[config.mk]
export PLATFORM = sky130hd
export DESIGN_NAME = pipe_hazard_ctrl
export DESIGN_NICKNAME = d
export VERILOG_FILES = /design/src/rtl/pipe_hazard_ctrl.sv
export SDC_FILE = /design/constraint.sdc
export NUM_CORES = 1
export LEC_CHECK = 0
export CAP_MARGIN = 10
export CORE_MARGIN = 2
export CORE_UTILIZATION = 38
export DETAILED_ROUTE_END_ITERATION = 12
export PLACE_DENSITY = 0.77
export REMOVE_ABC_BUFFERS = 1
export SYNTH_ARGS = -nofsm -noshare
export SYNTH_HDL_FRONTEND = slang
export SYNTH_SLANG_ARGS = --single-unit
[constraint.sdc]
create_clock -name clk -period 2.11 [get_ports clk]
set_input_delay 0.633 -clock clk [delete_from_list [all_inputs] [get_ports clk]]
set_output_delay 0.633 -clock clk [all_outputs]
set_load 0.03 [all_outputs]
[src/rtl/pipe_hazard_ctrl.sv]
// Hazard/stall controller for a 5-stage pipeline: load-use bubbles, branch flushes,
// data-memory wait stalls with timeout, and halt handling.
module pipe_hazard_ctrl (
  input  logic       clk,
  input  logic       rst,
  input  logic [2:0] id_rs,
  input  logic [2:0] id_rt,
  input  logic       id_rs_used,
  input  logic       id_rt_used,
  input  logic [2:0] ex_rd,
  input  logic       ex_regWrite,
  input  logic       ex_memRead,
  input  logic       branch_taken,
  input  logic       dmem_req,
  input  logic       dmem_done,
  input  logic       wb_halt,
  output logic       front_stall,
  output logic       idex_bubble,
  output logic       ifid_flush,
  output logic       idex_flush,
  output logic       pipe_stall,
  output logic       halted,
  output logic       err,
  output logic [1:0] state
);

  typedef enum logic [1:0] {
    RUN      = 2'b00,
    MEM_WAIT = 2'b01,
    HALTED   = 2'b10,
    BAD      = 2'b11
  } state_t;

  state_t     cur, nxt;
  logic [3:0] cnt, cnt_nxt;
  logic       halted_q, halted_nxt;
  logic       err_q, err_nxt;
  logic       stall_raw;
  logic       mem_wait;
  logic       lu;

  assign mem_wait = dmem_req & ~dmem_done;

  assign lu = ex_memRead & ex_regWrite &
              ((id_rs_used & (id_rs == ex_rd)) | (id_rt_used & (id_rt == ex_rd)));

  always_ff @(posedge clk) begin
    if (!rst) begin
      cur      <= RUN;
      cnt      <= 4'd0;
      halted_q <= 1'b0;
      err_q    <= 1'b0;
    end else begin
      cur      <= nxt;
      cnt      <= cnt_nxt;
      halted_q <= halted_nxt;
      err_q    <= err_nxt;
    end
  end

  always_comb begin
    nxt        = cur;
    cnt_nxt    = cnt;
    halted_nxt = halted_q;
    err_nxt    = err_q;
    stall_raw  = 1'b0;
    case (cur)
      RUN: begin
        stall_raw = mem_wait;
        if (mem_wait) begin
          nxt     = MEM_WAIT;
          cnt_nxt = 4'd0;
        end else if (wb_halt) begin
          nxt        = HALTED;
          halted_nxt = 1'b1;
        end
      end
      MEM_WAIT: begin
        stall_raw = ~dmem_done;
        if (dmem_done) begin
          // Release cycle is unstalled, so a halt in WB is honoured here too.
          if (wb_halt) begin
            nxt        = HALTED;
            halted_nxt = 1'b1;
          end else begin
            nxt = RUN;
          end
        end else begin
          cnt_nxt = cnt + 4'd1;
          if (cnt == 4'd14) begin
            nxt     = HALTED;
            err_nxt = 1'b1;
          end
        end
      end
      default: stall_raw = 1'b1;
    endcase
  end

  assign pipe_stall  = rst & stall_raw;
  assign ifid_flush  = rst & ~stall_raw & branch_taken;
  assign idex_flush  = rst & ~stall_raw & branch_taken;
  assign front_stall = rst & ~stall_raw & ~branch_taken & lu;
  assign idex_bubble = rst & ~stall_raw & ~branch_taken & lu;
  assign halted      = halted_q;
  assign err         = err_q | (cur == BAD);
  assign state       = cur;

endmodule

==> flow_metrics.tcl, run 1 <==
set metrics [dict create \
    syn-cell-area_um2 561 \
    cp.required_ns 1.48 \
    r2r_slack_ns 0.74 \
    clockRootBuffer "clkbuf_4" \
    leakage_nw 0.447 \
    hold_viol_final 0 \
    grt-ovfl-total 0 \
    cpLargestDelayFamily "compound AO/OA/AOI/OAI gates" \
    fp-row-count 13 \
    fmax_mhz 435 \
    die_w_um 42.4 \
    max_slew_margin_pct 78.7 \
    crit_path_end_kind "output pin" \
    cp_slowest_cell "a2111oi_4" \
    maxCapViolCount 0 \
    synth-async-reset-ratio_pct 0 \
    met1_usage_pct 25.5 \
    rr_worst_depth 5 \
    synth_edf_count 0 \
    cts.path.max_buffers 2 \
    groute.usage.overall_pct 19.5 \
    nets 120 \
    max_stage_delay_ns 0.40 \
    portBuffers 27 \
    p_per_area_mw_per_mm2 461 \
    numCtsBuffers 3 \
    drt_pass1_iterations 4 \
    htreeDepth 1 \
    ios 28 \
    grt_max_degree 11 \
    tightest_slew_ns 0.319 \
    place_congestion 0.770 \
    synth_ff_type "dfxtp_1" \
    finalPower_uw 439 \
    top_usage_layer "met2" \
    start_util_pct 42.0 \
    final.period_utilization_pct 109 \
    failed_checks "negative setup slack" \
    core-area_mm2 0.00133 \
    die_area_mm2 0.00180 \
    n_antenna_cell 0 \
    met3_usage_pct 5.60 \
    ant_nets 0 \
    cts_num_sinks 8 \
    cts_tree "built" \
    maxSlewViolCount 0 \
    routedWlPerCell_um 14.2 \
    hold_path.startpoint "halted" \
    avgSynthCellArea_um2 8.76 \
    ys_seq_area_share_pct 28.6 \
    routed_wl_mm 1.60 \
    pre_cts_ws_ns -0.631 \
    min_to "halted" \
    synth_most_common_cell "dfxtp_1" \
    hpwl_mm 1.12 \
    yosysTopAreaCell "dfxtp_1" \
    antenna_found_initial 0 \
    drc 0 \
    crit_fanout 2 \
    met2_usage_pct 30.5 \
    worstPathCellList "buf_8 > xnor2_2 > nand4_1 > a2111oi_4 > buf_4" \
    die_h_um 42.4 \
    drive_gt1_share_pct 42.3 \
    status "finished with violations" \
    synth_area_leaders "dfxtp_1 (29%), xnor2_1 (9.4%), a21boi_1 (5.4%), a2111oi_4 (4.9%), ha_1 (4.5%)" \
    drt-initial-drc-count 4 \
    setup_tns_ns -0.372 \
    startpoint_type "primary input" \
    path_clk_slew_ns 0.06 \
    critical_path_class "primary input to output pin" \
    num_vias 580 \
    hold-path-cell-count 2 \
    r2r-start "cnt[0]" \
    yosysUniqueCellTypes 31 \
    area_growth_pct 69.9 \
    grt_setup_unrepaired "yes" \
    reg2reg_to "state[1]" \
    netlist_instances 64 \
    hold_path_class "flop to flop" \
    yosysTopAreaCellShare_pct 28.6 \
    placed_cells 108 \
    layout.cells.non_filler 112 \
    grt_pass1_wl_mm 2.70 \
    cp.arrival_ns 1.66 \
    setup-violations-final 2 \
    via_per_inst 5.18 \
    fin_crit_ns 2.30 \
    ys_seq_elements 8 \
    cts_hold_buffers 0 \
    grt_pass1_vias 600 \
    ys_top_cells_by_count "dfxtp_1 (8), xnor2_1 (6), o21ai_1 (5), a21boi_1 (4)" \
    cp_num_buf_inv 2 \
    ys_warn_count 0 \
    fin_worst_skew_ns 0.00176 \
    ir_drop_v 0.000407 \
    layout_setup_ws_ns -0.187 \
    clk-insertion-delay-late_ns 0.25 \
]
-- cell usage in the layout (no fill, tap or decap), types with 4 or more instances in the layout --
| master | count |
|---|---|
| buf_6 | 5 |
| o21ai_1 | 5 |
| buf_2 | 7 |
| buf_4 | 8 |
| dlygate4sd2_1 | 8 |
| dfxtp_1 | 8 |
| a21boi_1 | 4 |
| xnor2_2 | 6 |
-- state kept, by name, summed over array words and instances, names as in the netlist --
| register | count |
|---|---|
| err_q | 1 |
| halted | 1 |
| state | 2 |
| cnt | 4 |
-- metrics by stage --
step                util [%]  hold slack, ns  area (um^2)
floorplan                  -           0.460          537
global placement        64.4           0.485          858
detailed placement      64.4           0.484          858
CTS                     67.5           0.517          901
global route            71.4           0.565          952
finish                  71.4           0.506          952
-- logic make-up (layout without fill, tap and decap cells) --
kind of cell	Yosys count	count (layout)	synth area share, %
buffers and inverters	7	40	6.25
adders and majority gates	2	2	4.46
xor gates and xnor gates	6	6	9.37
and+or+nand+nor	21	21	22.5
muxes	1	1	1.79
AOI/OAI and AO/OA	19	19	27.0
DFF	8	8	28.6
-- worst register-to-register path: stages, from the launching register on --
cell	delay [ns]
dfxtp_1	0.37
inv_1	0.07
ha_1	0.21
and3_1	0.21
a211o_1	0.29
o211a_1	0.12
-- metal layers --
| layer | vias to the layer above | wire [um] |
|---|---|---|
| met5 | - | 0 |
| met4 | 0 | 11 |
| met3 | 2 | 69 |
| met2 | 13 | 773 |
| met1 | 269 | 740 |
| li1 | 296 | - |
-- cell type report --
class                           instances  area (um^2)
Timing Repair Buffer                   34          299
Multi-Input combinational cell         49          440
Sequential cell                         8          160
Clock buffer                            3         22.5
Fill cell                             116          382
Tap cell                               15         18.8
Inverter                                3         11.3
-- report_power, final --
part / leakage, nW / internal [mW] / total (mW) / switching, mW
Clock: 0.0138 / 0.0653 / 0.120 / 0.0549
Combinational: 0.368 / 0.0820 / 0.153 / 0.0715
Sequential: 0.0651 / 0.156 / 0.165 / 0.00838
Total: 0.447 / 0.304 / 0.439 / 0.135
-- worst max-delay path by stage --
stage,cells after the start,slack (ns),to,start
finish,5,-0.19,front_stall,ex_rd[2]
global placement,5,-0.55,front_stall,ex_rd[0]
global route,5,-0.25,front_stall,ex_rd[0]
detailed placement,5,-0.63,front_stall,ex_rd[1]
floorplan,3,-0.31,front_stall,ex_rd[1]
CTS,5,-0.18,front_stall,ex_rd[2]
-- repair_timing --
action	in CTS	in global routing
setup buffers	1	1
endpoints found under the hold margin	0	0
setup endpoints to repair	6	6
gates resized for setup	63	13
gates cloned	0	0
pin swaps	12	6
(Power assumes the default switching activity.)
==> run 2: changes to the inputs <==
--- a/config.mk
+++ b/config.mk
@@ -8,6 +8,7 @@
 export CAP_MARGIN = 10
 export CORE_MARGIN = 2
 export CORE_UTILIZATION = 38
+export CTS_CLUSTER_DIAMETER = 120
 export DETAILED_ROUTE_END_ITERATION = 12
 export PLACE_DENSITY = 0.77
 export REMOVE_ABC_BUFFERS = 1
==> results of run 2 <==
Final layout, timing and power as in run 1 (identical DEF).
==> run 3: changes to the inputs <==
--- a/config.mk
+++ b/config.mk
@@ -5,7 +5,7 @@
 export SDC_FILE = /design/constraint.sdc
 export NUM_CORES = 1
 export LEC_CHECK = 0
-export CAP_MARGIN = 10
+export CAP_MARGIN = 20
 export CORE_MARGIN = 2
 export CORE_UTILIZATION = 38
 export CTS_CLUSTER_DIAMETER = 120
==> results of run 3 <==
Final layout, timing and power as in run 1 (identical DEF).
